## config.mk

```make
export PLATFORM = sky130hd
export DESIGN_NAME = branch_resolve_unit
export DESIGN_NICKNAME = d
export VERILOG_FILES = /design/src/rtl/mips_pkg.sv /design/src/rtl/branch_resolve_unit_cmp.sv /design/src/rtl/branch_resolve_unit.sv
export SDC_FILE = /design/constraint.sdc
export NUM_CORES = 1
export LEC_CHECK = 0
export CAP_MARGIN = 20
export CORE_ASPECT_RATIO = 0.75
export CORE_MARGIN = 8
export CORE_UTILIZATION = 44
export DETAILED_ROUTE_END_ITERATION = 16
export HOLD_SLACK_MARGIN = 0.08
export PLACE_DENSITY = 0.84
export SLEW_MARGIN = 20
export SYNTH_ARGS = -nofsm -noshare
export SYNTH_HDL_FRONTEND = slang
export SYNTH_SLANG_ARGS = --single-unit
```

## constraint.sdc

```tcl
create_clock -name clk -period 7 [get_ports clk]
set_clock_uncertainty 0.15 [all_clocks]
set_input_delay 1.4 -clock clk [delete_from_list [all_inputs] [get_ports clk]]
set_output_delay 1.4 -clock clk [all_outputs]
set_load 0.03 [all_outputs]
```

## src/rtl/mips_pkg.sv

```systemverilog
// mips_pkg: shared opcode, register and branch-FSM definitions for the MIPS pipeline.
package mips_pkg;
    localparam logic [5:0] OP_BEQ = 6'h04;
    localparam logic [5:0] OP_BNE = 6'h05;
    localparam int REG_ZERO = 0;

    typedef enum logic {ST_IDLE = 1'b0, ST_WAIT = 1'b1} br_state_t;

    function automatic logic is_branch_op(input logic [5:0] op);
        return op == OP_BEQ || op == OP_BNE;
    endfunction
endpackage

```

## src/rtl/branch_resolve_unit_cmp.sv

```systemverilog
// branch_resolve_unit_cmp: equality comparator for the forwarded branch operands.
module branch_resolve_unit_cmp #(
    parameter int W = 32
) (
    input  logic [W-1:0] a,
    input  logic [W-1:0] b,
    output logic         eq
);
    assign eq = a == b;
endmodule

```

## src/rtl/branch_resolve_unit.sv

```systemverilog
// branch_resolve_unit: ID-stage branch resolution with forwarding, hazard stalls,
// PC redirect and saturating branch statistics.
module branch_resolve_unit
    import mips_pkg::*;
#(
    parameter int DATA_W = 32,
    parameter int REG_W  = 5,
    parameter int CNT_W  = 16
) (
    input  logic              clk,
    input  logic              reset,
    input  logic              IdBeq,
    input  logic              IdBne,
    input  logic [REG_W-1:0]  IdRs,
    input  logic [REG_W-1:0]  IdRt,
    input  logic [DATA_W-1:0] IdReadData1,
    input  logic [DATA_W-1:0] IdReadData2,
    input  logic [DATA_W-1:0] IdPcPlus4,
    input  logic [DATA_W-1:0] IdImmExt,
    input  logic              ExRegWrite,
    input  logic              ExMemRead,
    input  logic [REG_W-1:0]  ExWriteReg,
    input  logic              MemRegWrite,
    input  logic              MemMemRead,
    input  logic [REG_W-1:0]  MemWriteReg,
    input  logic [DATA_W-1:0] MemAluResult,
    output logic              PcWrite,
    output logic              IfIdWrite,
    output logic              IdExBubble,
    output logic              IfIdFlush,
    output logic              BranchTaken,
    output logic [DATA_W-1:0] BranchTarget,
    output logic [CNT_W-1:0]  BranchCount,
    output logic [CNT_W-1:0]  TakenCount,
    output logic [CNT_W-1:0]  StallCount
);
    localparam logic [CNT_W-1:0] CNT_MAX = {CNT_W{1'b1}};

    br_state_t         state_q, state_d;
    logic [1:0]        stall_left_q, stall_left_d;
    logic [CNT_W-1:0]  branch_count_q, branch_count_d;
    logic [CNT_W-1:0]  taken_count_q, taken_count_d;
    logic [CNT_W-1:0]  stall_count_q, stall_count_d;
    logic [1:0]        need_rs, need_rt, need;
    logic [DATA_W-1:0] fwd_rs, fwd_rt;
    logic              branch, stall, resolve, equal;

    // Stalls a source register needs before its value is visible to ID.
    function automatic logic [1:0] src_need(
        input logic [REG_W-1:0] s,
        input logic             ex_rw,
        input logic             ex_mr,
        input logic [REG_W-1:0] ex_wr,
        input logic             mem_rw,
        input logic             mem_mr,
        input logic [REG_W-1:0] mem_wr
    );
        return s == REG_W'(REG_ZERO)       ? 2'd0 :
               ex_rw && ex_wr == s         ? (ex_mr ? 2'd2 : 2'd1) :
               mem_rw && mem_mr && mem_wr == s ? 2'd1 : 2'd0;
    endfunction

    function automatic logic [DATA_W-1:0] fwd(
        input logic [REG_W-1:0]  s,
        input logic [DATA_W-1:0] rf
    );
        return (s != REG_W'(REG_ZERO) && MemRegWrite && !MemMemRead && MemWriteReg == s)
               ? MemAluResult : rf;
    endfunction

    branch_resolve_unit_cmp #(.W(DATA_W)) u_cmp (
        .a  (fwd_rs),
        .b  (fwd_rt),
        .eq (equal)
    );

    always_comb begin
        branch       = IdBeq || IdBne;
        need_rs      = src_need(IdRs, ExRegWrite, ExMemRead, ExWriteReg, MemRegWrite, MemMemRead, MemWriteReg);
        need_rt      = src_need(IdRt, ExRegWrite, ExMemRead, ExWriteReg, MemRegWrite, MemMemRead, MemWriteReg);
        need         = need_rs > need_rt ? need_rs : need_rt;
        fwd_rs       = fwd(IdRs, IdReadData1);
        fwd_rt       = fwd(IdRt, IdReadData2);
        stall        = state_q == ST_WAIT || (branch && need != 2'd0);
        resolve      = branch && !stall;
        BranchTaken  = resolve && ((IdBeq && equal) || (IdBne && !equal));
        IfIdFlush    = BranchTaken;
        PcWrite      = !stall;
        IfIdWrite    = !stall;
        IdExBubble   = stall;
        BranchTarget = IdPcPlus4 + (IdImmExt << 2);
        // In WAIT the counter is at least 1, so reaching 1 means this is the last stall.
        stall_left_d = state_q == ST_WAIT ? stall_left_q - 2'd1 :
                       stall              ? need - 2'd1 : stall_left_q;
        state_d      = state_q == ST_WAIT ? (stall_left_q == 2'd1 ? ST_IDLE : ST_WAIT) :
                       (stall && need > 2'd1) ? ST_WAIT : ST_IDLE;
        branch_count_d = branch_count_q + CNT_W'(resolve && branch_count_q != CNT_MAX);
        taken_count_d  = taken_count_q + CNT_W'(BranchTaken && taken_count_q != CNT_MAX);
        stall_count_d  = stall_count_q + CNT_W'(stall && stall_count_q != CNT_MAX);
        BranchCount  = branch_count_q;
        TakenCount   = taken_count_q;
        StallCount   = stall_count_q;
    end

    always_ff @(posedge clk or posedge reset) begin
        if (reset) begin
            state_q        <= ST_IDLE;
            stall_left_q   <= 2'd0;
            branch_count_q <= '0;
            taken_count_q  <= '0;
            stall_count_q  <= '0;
        end else begin
            state_q        <= state_d;
            stall_left_q   <= stall_left_d;
            branch_count_q <= branch_count_d;
            taken_count_q  <= taken_count_d;
            stall_count_q  <= stall_count_d;
        end
    end
endmodule

```

==> impl_metrics.toml, run 1 <==
[outcome]
outcome = "finished, final reports clean"

[worst_setup_path]
r2r_cells = 11
startpoint = "IdImmExt[12]"
worst-path-max-fanout = 7
regToRegSetupSlack_ns = 4.29
r2r-end = "TakenCount[12]"
cp_data_arrival_time_ns = 5.11
reg2reg_from = "state_q"
worstSetupStartpointType = "input port"
crit_path_end_kind = "output port"
crit_required_ns = 5.45
worstSetupPathType = "in2out"
crit_end = "BranchTarget[29]"

[placed_design]
gp_congestion = 0.932
placed_cells = 1231
hpwl_mm = 17.7
io_buffers = 266

[synth]
ys_top_cells_by_count = "inv_1 (98), xnor2_1 (80), nor2_1 (64)"
ys_types = 47
synth-seq-cells = 51
synth_top_cell_area_share_pct = 20.7
yosysTopAreaCell = "dfrtp_1"
ys_seq_area_share_pct = 20.7
synth.avg_cell_area_um2 = 7.57
syn_area_um2 = 6180
synth_area_leaders = "dfrtp_1 (21%), xnor2_1 (11%), ha_1 (8.3%)"
synth_cells = 816
yosysWarnings = 0
synthFlopType = "dfrtp_1"
synth_fp_nets = 1046
yosysMostFrequentCell = "inv_1"
synth_async_sr_flop_share_pct = 100
synth-edff-count = 0

[layout]
syn_to_final_growth_pct = 48.2
diodes = 0
drive_gt1_share_pct = 3.11
nFillCells = 1125
nets = 1293
utilization_pct = 66.8
layout.cells.non_filler = 1237

[timing]
finalSetupTns_ns = 0
setup_viol = 0
fin_crit_ns = 6.66
finalHoldViolCount = 0
worstMarginPinSlew_ns = 0.869
slew_headroom_pct = 42.0
post-route-period-util_pct = 95.2
rsz0062_at_grt = "false"
drv_slew = 0
fmax_mhz = 150

[clocking]
cts-resized-gates = 0
clk_latency_ns = 0.29
cts_buffer_depth = 2
root_buffer = "clkbuf_16"
htree_levels = 2
path_clk_slew_ns = 0.06
clock-sinks = 51
postCtsSetupRepairBufs = 0
cts_tree = "done"
cts_hold_buffers = 0
cts_made_buffers = 5

[grt]
antenna_found_initial = 0
grt_use_met3_pct = 5.35
grt_util_met1_pct = 29.0
grtUsageTotal_pct = 22.4
busiest_layer = "met2"
grt_remaining_overflow = 0
grt_pass1_wl_mm = 34.4
use_met2_pct = 37.1
grt_pass1_vias = 6806
grt_max_degree = 80

[route]
drc = 0
routedWlPerCell_um = 17.3
drt-total-wl_mm = 21.4
num_vias = 7118
drt_iter0_drc = 521
ant_nets = 0
dr.pass1.iters = 5
viasPerCell = 5.75

[floorplan]
coreArea_um2 = 13700
chipWidth_um = 153
start_util_pct = 45.1
io_pins = 273
die_y_um = 119
die_area_um2 = 18100
std_cell_rows = 37

[worst_hold_path]
holdCritStartpoint = "stall_left_q[0]"
hold_class = "reg2reg"

[pwr]
total_power_uw = 1520
power_density_nw_per_um2 = 166
power.leakage_uw = 0.00380
vdd_drop_max_mv = 0.163

[job]
maxCapViolations = 0
## critical path: stages
cell             delay [ns]
clkdlybuf4s50_1        0.43
ha_1                   0.38
a21oi_1                0.18
o21ai_0                0.12
a221o_1                0.34
o31ai_1                0.37
o21ai_0                0.21
or4_1                  0.46
and4_1                 0.23
a21oi_1                0.18
xnor2_1                0.14
clkdlybuf4s50_1        0.69
## kinds of logic after synthesis
kind of cell / after synthesis / share of synthesized area (%)
AOI/OAI and AO/OA: 192 / 21.9
buffers and inverters: 142 / 9.26
and+or+nand+nor: 268 / 22.3
xor gates and xnor gates: 117 / 16.6
adders and majority gates: 42 / 8.63
DFF: 51 / 20.7
muxes: 4 / 0.648
## final cells by class
class / count / area [um^2] / area share (%)
Clock buffer: 6 / 129 / 1.41
Inverter: 98 / 369 / 4.03
Multi-Input combinational cell: 623 / 4340 / 47.5
Sequential cell: 51 / 1280 / 13.9
Tap cell: 175 / 219 / 2.39
Timing Repair Buffer: 284 / 2820 / 30.8
## state kept, by name (all words and copies together), names as in the netlist
name,count
BranchCount,16
StallCount,16
TakenCount,16
stall_left_q,2
state_q,1
## through the flow
stage / instance area [um^2] / hold WS [ns] / setup WS, ns
2_1_floorplan: 6180 / 0.305 / 0.227
3_3_place_gp: 9020 / 0.328 / 0.292
4_1_cts: 9150 / 0.347 / 0.235
3_5_place_dp: 9020 / 0.339 / 0.251
5_1_grt: 9150 / 0.364 / 0.0187
6_report: 9150 / 0.344 / 0.335
## layer usage
layer | routed length [um] | up-vias
met5 | 0 | -
met4 | 405 | 0
met3 | 1660 | 31
met2 | 9940 | 314
met1 | 9430 | 3263
li1 | - | 3510
## how the worst min path moves through the flow
stage                            to  slack (ns)  cells after the start
finish              stall_left_q[0]        0.34                      1
global route         StallCount[12]        0.36                      1
CTS                  TakenCount[15]        0.35                      1
detailed placement   TakenCount[15]        0.34                      1
global placement    stall_left_q[0]        0.33                      1
floorplan           stall_left_q[0]        0.31                      1
## placed cells by master (no fill, tap or decap), types with 3 or more instances in the layout
cell type,count
o2111ai_1,8
or3_1,3
nor4_1,62
and4_1,6
nor3_1,10
a21oi_1,36
a211oi_1,3
o31ai_1,4
dfrtp_1,51
nand3_1,34
ha_1,41
clkbuf_16,5
o22ai_1,25
and3_1,8
and2_1,3
o211ai_1,5
o21ai_0,19
nand4_1,15
o21a_1,5
nor2_1,64
xor2_1,37
a311oi_1,57
a21o_1,7
clkdlybuf4s50_1,261
xnor2_1,80
a31oi_1,11
inv_1,97
mux2i_1,4
buf_4,20
nor2b_1,4
nand2b_1,4
o21bai_1,3
nand2_1,44
or4_1,3
## where the power goes
group | switching (uW) | internal (uW) | leakage (uW)
clock network | 98.8 | 129 | 0.0000628
registers | 79.0 | 354 | 0.000659
logic | 465 | 393 | 0.00307
total | 643 | 876 | 0.00380
Note: power is estimated with default switching activity, not from simulation.
==> run 2, diff against run 1 <==
- REMOVE_ABC_BUFFERS: default -> 1
==> impl_metrics.toml, run 2 (synthesis results as in run 1) <==
[job]
maxCapViolations = 0

[layout]
layout.cells.non_filler = 1234
diodes = 0
nFillCells = 1135
utilization_pct = 67.1
final_cell_mix = "clkdlybuf4s50_1 (261), inv_1 (97), xnor2_1 (80), nor2_1 (64), nor4_1 (62)"
nets = 1288
multi_input_area_um2 = 4350
drive_gt1_share_pct = 2.83
final_common_cell = "clkdlybuf4s50_1"
register_area_um2 = 1280
syn_to_final_growth_pct = 49.0

[outcome]
outcome = "finished, final reports clean"

[placed_design]
placed_cells = 1226
gp_congestion = 0.888
hpwl_mm = 17.2
place_ws_ns = 0.186
io_buffers = 266

[worst_setup_path]
r2r_cells = 13
reg2reg_from = "TakenCount[10]"
r2r-end = "TakenCount[12]"
regToRegSetupSlack_ns = 4.18
crit_required_ns = 5.45
cp_data_arrival_time_ns = 5.20
worst-path-max-fanout = 5
worstSetupPathType = "in2out"
worstSetupStartpointType = "input port"
crit_path_end_kind = "output port"

[grt]
grt_pass1_wl_mm = 35.0
grt_remaining_overflow = 0
grt_pass1_vias = 6949
antenna_found_initial = 0
grtUsageTotal_pct = 22.8
grt_max_degree = 72

[floorplan]
io_pins = 273
die_area_um2 = 18100
start_util_pct = 45.1
die_y_um = 119
coreArea_um2 = 13700
std_cell_rows = 37
chipWidth_um = 153

[clocking]
cts_hold_buffers = 0
htree_levels = 2
cts_buffer_depth = 2
cts_tree = "done"
clk_latency_ns = 0.30
cts_made_buffers = 5
path_clk_slew_ns = 0.07
root_buffer = "clkbuf_16"
clock-sinks = 51

[route]
drt-total-wl_mm = 21.8
drt_iter0_drc = 493
drc = 0
dr.pass1.iters = 5
viasPerCell = 5.76
ant_nets = 0
num_vias = 7106
routedWlPerCell_um = 17.7

[timing]
finalHoldViolCount = 0
setup_viol = 0
fmax_mhz = 148
post-route-period-util_pct = 96.5
setup_slack_ns = 0.246
slew_headroom_pct = 41.6
worstMarginPinSlew_ns = 0.875
fin_crit_ns = 6.75
drv_slew = 0

[worst_hold_path]
hold_class = "reg2reg"
hold_depth = 1
min_to = "TakenCount[15]"
holdCritStartpoint = "TakenCount[15]"

[pwr]
power.share.switching_pct = 41.9
switching_power_uw = 659
seqPwrFrac_pct = 27.5
comb_power_share_pct = 54.4
total_power_uw = 1580
clkPwrFrac_pct = 18.2
power.leakage_uw = 0.00382
internal_power_uw = 916
vdd_drop_max_mv = 0.155
power_density_nw_per_um2 = 171
==> run 2: cell type report <==
class                   instances  share of cell area [%]
repair buffers                279                    30.6
flip-flops and latches         51                    13.9
well taps                     175                    2.38
inverters                      98                    4.01
multi-input cells             623                    47.3
clock buffers                   5                    1.36
clock inverters                 3                   0.517
==> run 2: worst max-delay path by stage <==
stage                   startpoint          end  slack (ns)
floorplan           MemWriteReg[4]  BranchTaken       -1.24
global placement           IdRt[2]    IfIdWrite        0.33
detailed placement   ExWriteReg[1]    IfIdWrite        0.19
CTS                  ExWriteReg[2]    IfIdWrite        0.17
global route               IdRs[2]    IfIdFlush      -0.007
finish                     IdRs[3]    IfIdFlush        0.25
==> run 2: repair_timing <==
item / CTS / global route
setup endpoints to repair: 0 / 5
buffers inserted: 0 / 0
gates resized for setup: 0 / 5
==> run 2: stage by stage <==
stage	setup TNS (ns)	hold WS (ns)	instance area, um^2
after floorplan	-6.03	0.305	5970
after global placement	0	0.325	9010
after detailed placement	0	0.334	9010
after CTS	0	0.351	9190
after global routing	-0.00990	0.367	9200
final	0	0.347	9200
==> run 2: worst max-delay path, cell delays in order <==
cell	delay (ns)
clkdlybuf4s50_1	0.47
xor2_1	0.20
nor4_1	0.38
and3_1	0.28
nor2b_1	0.14
o21ai_0	0.16
ha_1	0.26
nor3b_1	0.25
a31oi_1	0.07
a22oi_1	0.28
ha_1	0.19
o21bai_1	0.21
nor2b_4	0.26
buf_4	0.15
nand2_1	0.06
mux2i_1	0.23
buf_4	0.21
==> run 2: per-layer routing <==
metal / share of wire [%] / up-vias / track usage, %
li1: - / 3485 / -
met1: 43 / 3295 / 28.7
met5: 0 / - / 0
met3: 9.4 / 21 / 6.95
met4: 1.1 / 0 / 3.70
met2: 47 / 305 / 38.5
==> run 2: power groups by stage <==
stage               combinational, uW  clock [uW]  sequential [uW]
global route                      919         302              444
global placement                  840           0              431
finish                            856         286              433
CTS                               860         290              431
detailed placement                851           0              435
floorplan                         360           0              526
==> run 3, diff against run 2 <==
- CORE_MARGIN: 8 -> 2
==> impl_metrics.toml, run 3 (synthesis results as in run 1) <==
[outcome]
outcome = "finished, final reports clean"

[timing]
drv_slew = 0
worstMarginPinSlew_ns = 0.842
rsz0062_at_grt = "false"
post-route-period-util_pct = 94.9
slew_headroom_pct = 43.8
fin_crit_ns = 6.64
whs_ns = 0.355
finalHoldViolCount = 0
setup_slack_ns = 0.360
setup_viol = 0
fmax_mhz = 151

[worst_setup_path]
r2r_cells = 11
slowest_delay_ns = 0.73
cp_cell_sequence = "clkdlybuf4s50_1 -> xor2_1 -> nor4_1 -> and3_1 -> nor4_1 -> o21ai_0 -> ha_1 -> nor3b_1 -> a31oi_1 -> a22oi_1 -> ha_1 -> o21bai_1 -> nor2b_1 -> clkdlybuf4s50_1"
cp_slowest_cell = "clkdlybuf4s50_1"
worst-path-max-fanout = 5
crit_required_ns = 5.45
cp_data_arrival_time_ns = 5.09
crit_path_end_kind = "output port"
worstSetupStartpointType = "input port"
worstSetupPathType = "in2out"

[pwr]
total_power_uw = 1570
power.leakage_uw = 0.00382
power_density_nw_per_um2 = 171
vdd_drop_max_mv = 0.133

[grt]
grt_pass1_wl_mm = 31.8
antenna_found_initial = 0
grt_pass1_vias = 6647
grt_remaining_overflow = 0
grt_max_degree = 59
grtUsageTotal_pct = 25.3

[floorplan]
coreArea_um2 = 13700
die_y_um = 107
std_cell_rows = 37
start_util_pct = 45.1
die_area_um2 = 15000
io_pins = 273
chipWidth_um = 141

[clocking]
cts_buffer_depth = 2
path_clk_slew_ns = 0.07
clk_latency_ns = 0.29
cts_tree = "done"
cts_made_buffers = 5
htree_levels = 2
root_buffer = "clkbuf_16"
clock-sinks = 51

[route]
dr.pass1.iters = 5
drc = 0
viasPerCell = 5.71
drt_iter0_drc = 404
top_layer_used = "met4"
num_vias = 7037
ant_nets = 0
m1WireLength_mm = 8.51
routedWlPerCell_um = 16.1
drt-total-wl_mm = 19.8
dr_wl_met3_mm = 1.56
met2_wirelength_mm = 9.50

[placed_design]
hpwl_mm = 15.6
place_ws_ns = 0.233
io_buffers = 266
placed_cells = 1225
gp_congestion = 0.900

[layout]
nets = 1287
layout.cells.non_filler = 1233
final_common_cell = "clkdlybuf4s50_1"
diodes = 0
nFillCells = 1158
drive_gt1_share_pct = 2.65
syn_to_final_growth_pct = 48.8
final_cell_mix = "clkdlybuf4s50_1 (262), inv_1 (97), xnor2_1 (80), nor2_1 (64), nor4_1 (62)"

[worst_hold_path]
hold_depth = 1
hold_class = "reg2reg"

[job]
maxCapViolations = 0
## run 3: cell count changes in the layout (fill, tap and decap cells not counted)
cell	change
clkinv_4	-1
clkdlybuf4s50_1	+1
dlymetal6s2s_1	-1
nor2b_1	+1
buf_4	-1
nor2b_4	-1
clkbuf_8	+1
## run 3: path summary, 6_finish.rpt
path / from / to / slack (ns)
max: ExWriteReg[3] / IfIdWrite / 0.36
max in group asynchronous: reset / BranchCount[15] / 4.78
min: TakenCount[14] / TakenCount[14] / 0.35
min in group asynchronous: reset / StallCount[15] / 1.42
max reg2reg: state_q / TakenCount[12] / 4.17
min reg2reg: TakenCount[14] / TakenCount[14] / 0.35
## run 3: critical path: cells and delay by family
family / cells / cell delay [ns]
AOI/OAI and AO/OA: 4 / 0.70
xor gates and xnor gates: 1 / 0.17
adders and majority gates: 2 / 0.43
buffers and inverters: 2 / 1.32
and+or+nand+nor: 5 / 1.07
## run 3: final cells by class
cell class / count / area (um^2) / share of cell area, %
flip-flops and latches: 51 / 1280 / 13.9
well taps: 175 / 219 / 2.38
clock buffers: 6 / 139 / 1.51
inverters: 98 / 369 / 4.02
multi-input cells: 623 / 4340 / 47.3
clock inverters: 2 / 38.8 / 0.422
repair buffers: 278 / 2800 / 30.5
## run 3: through the flow
stage                     setup TNS (ns)  area, um^2  utilization [%]
after floorplan                    -6.03        5970                -
after global placement                 0        9000             65.7
after detailed placement               0        9000             65.7
after CTS                              0        9180             67.0
after global routing                   0        9190             67.1
final                                  0        9190             67.1
## run 3: timing repair
action,4_1_cts,5_1_grt
endpoints found under the setup margin,0,2
setup buffers,0,0
resized for setup,0,2
hold buffers,0,0
## run 3: per-layer routing
layer  GRT usage (%)  vias to the layer above
met5               0                        -
met4            4.50                        0
met3            5.76                       24
met2            44.2                      263
met1            32.6                     3261
li1                -                     3489
## run 3: where the power goes
part	leakage, uW	internal [uW]	switching (uW)
sequential	0.000659	354	78.7
clock	0.0000875	180	109
combinational	0.00307	391	457
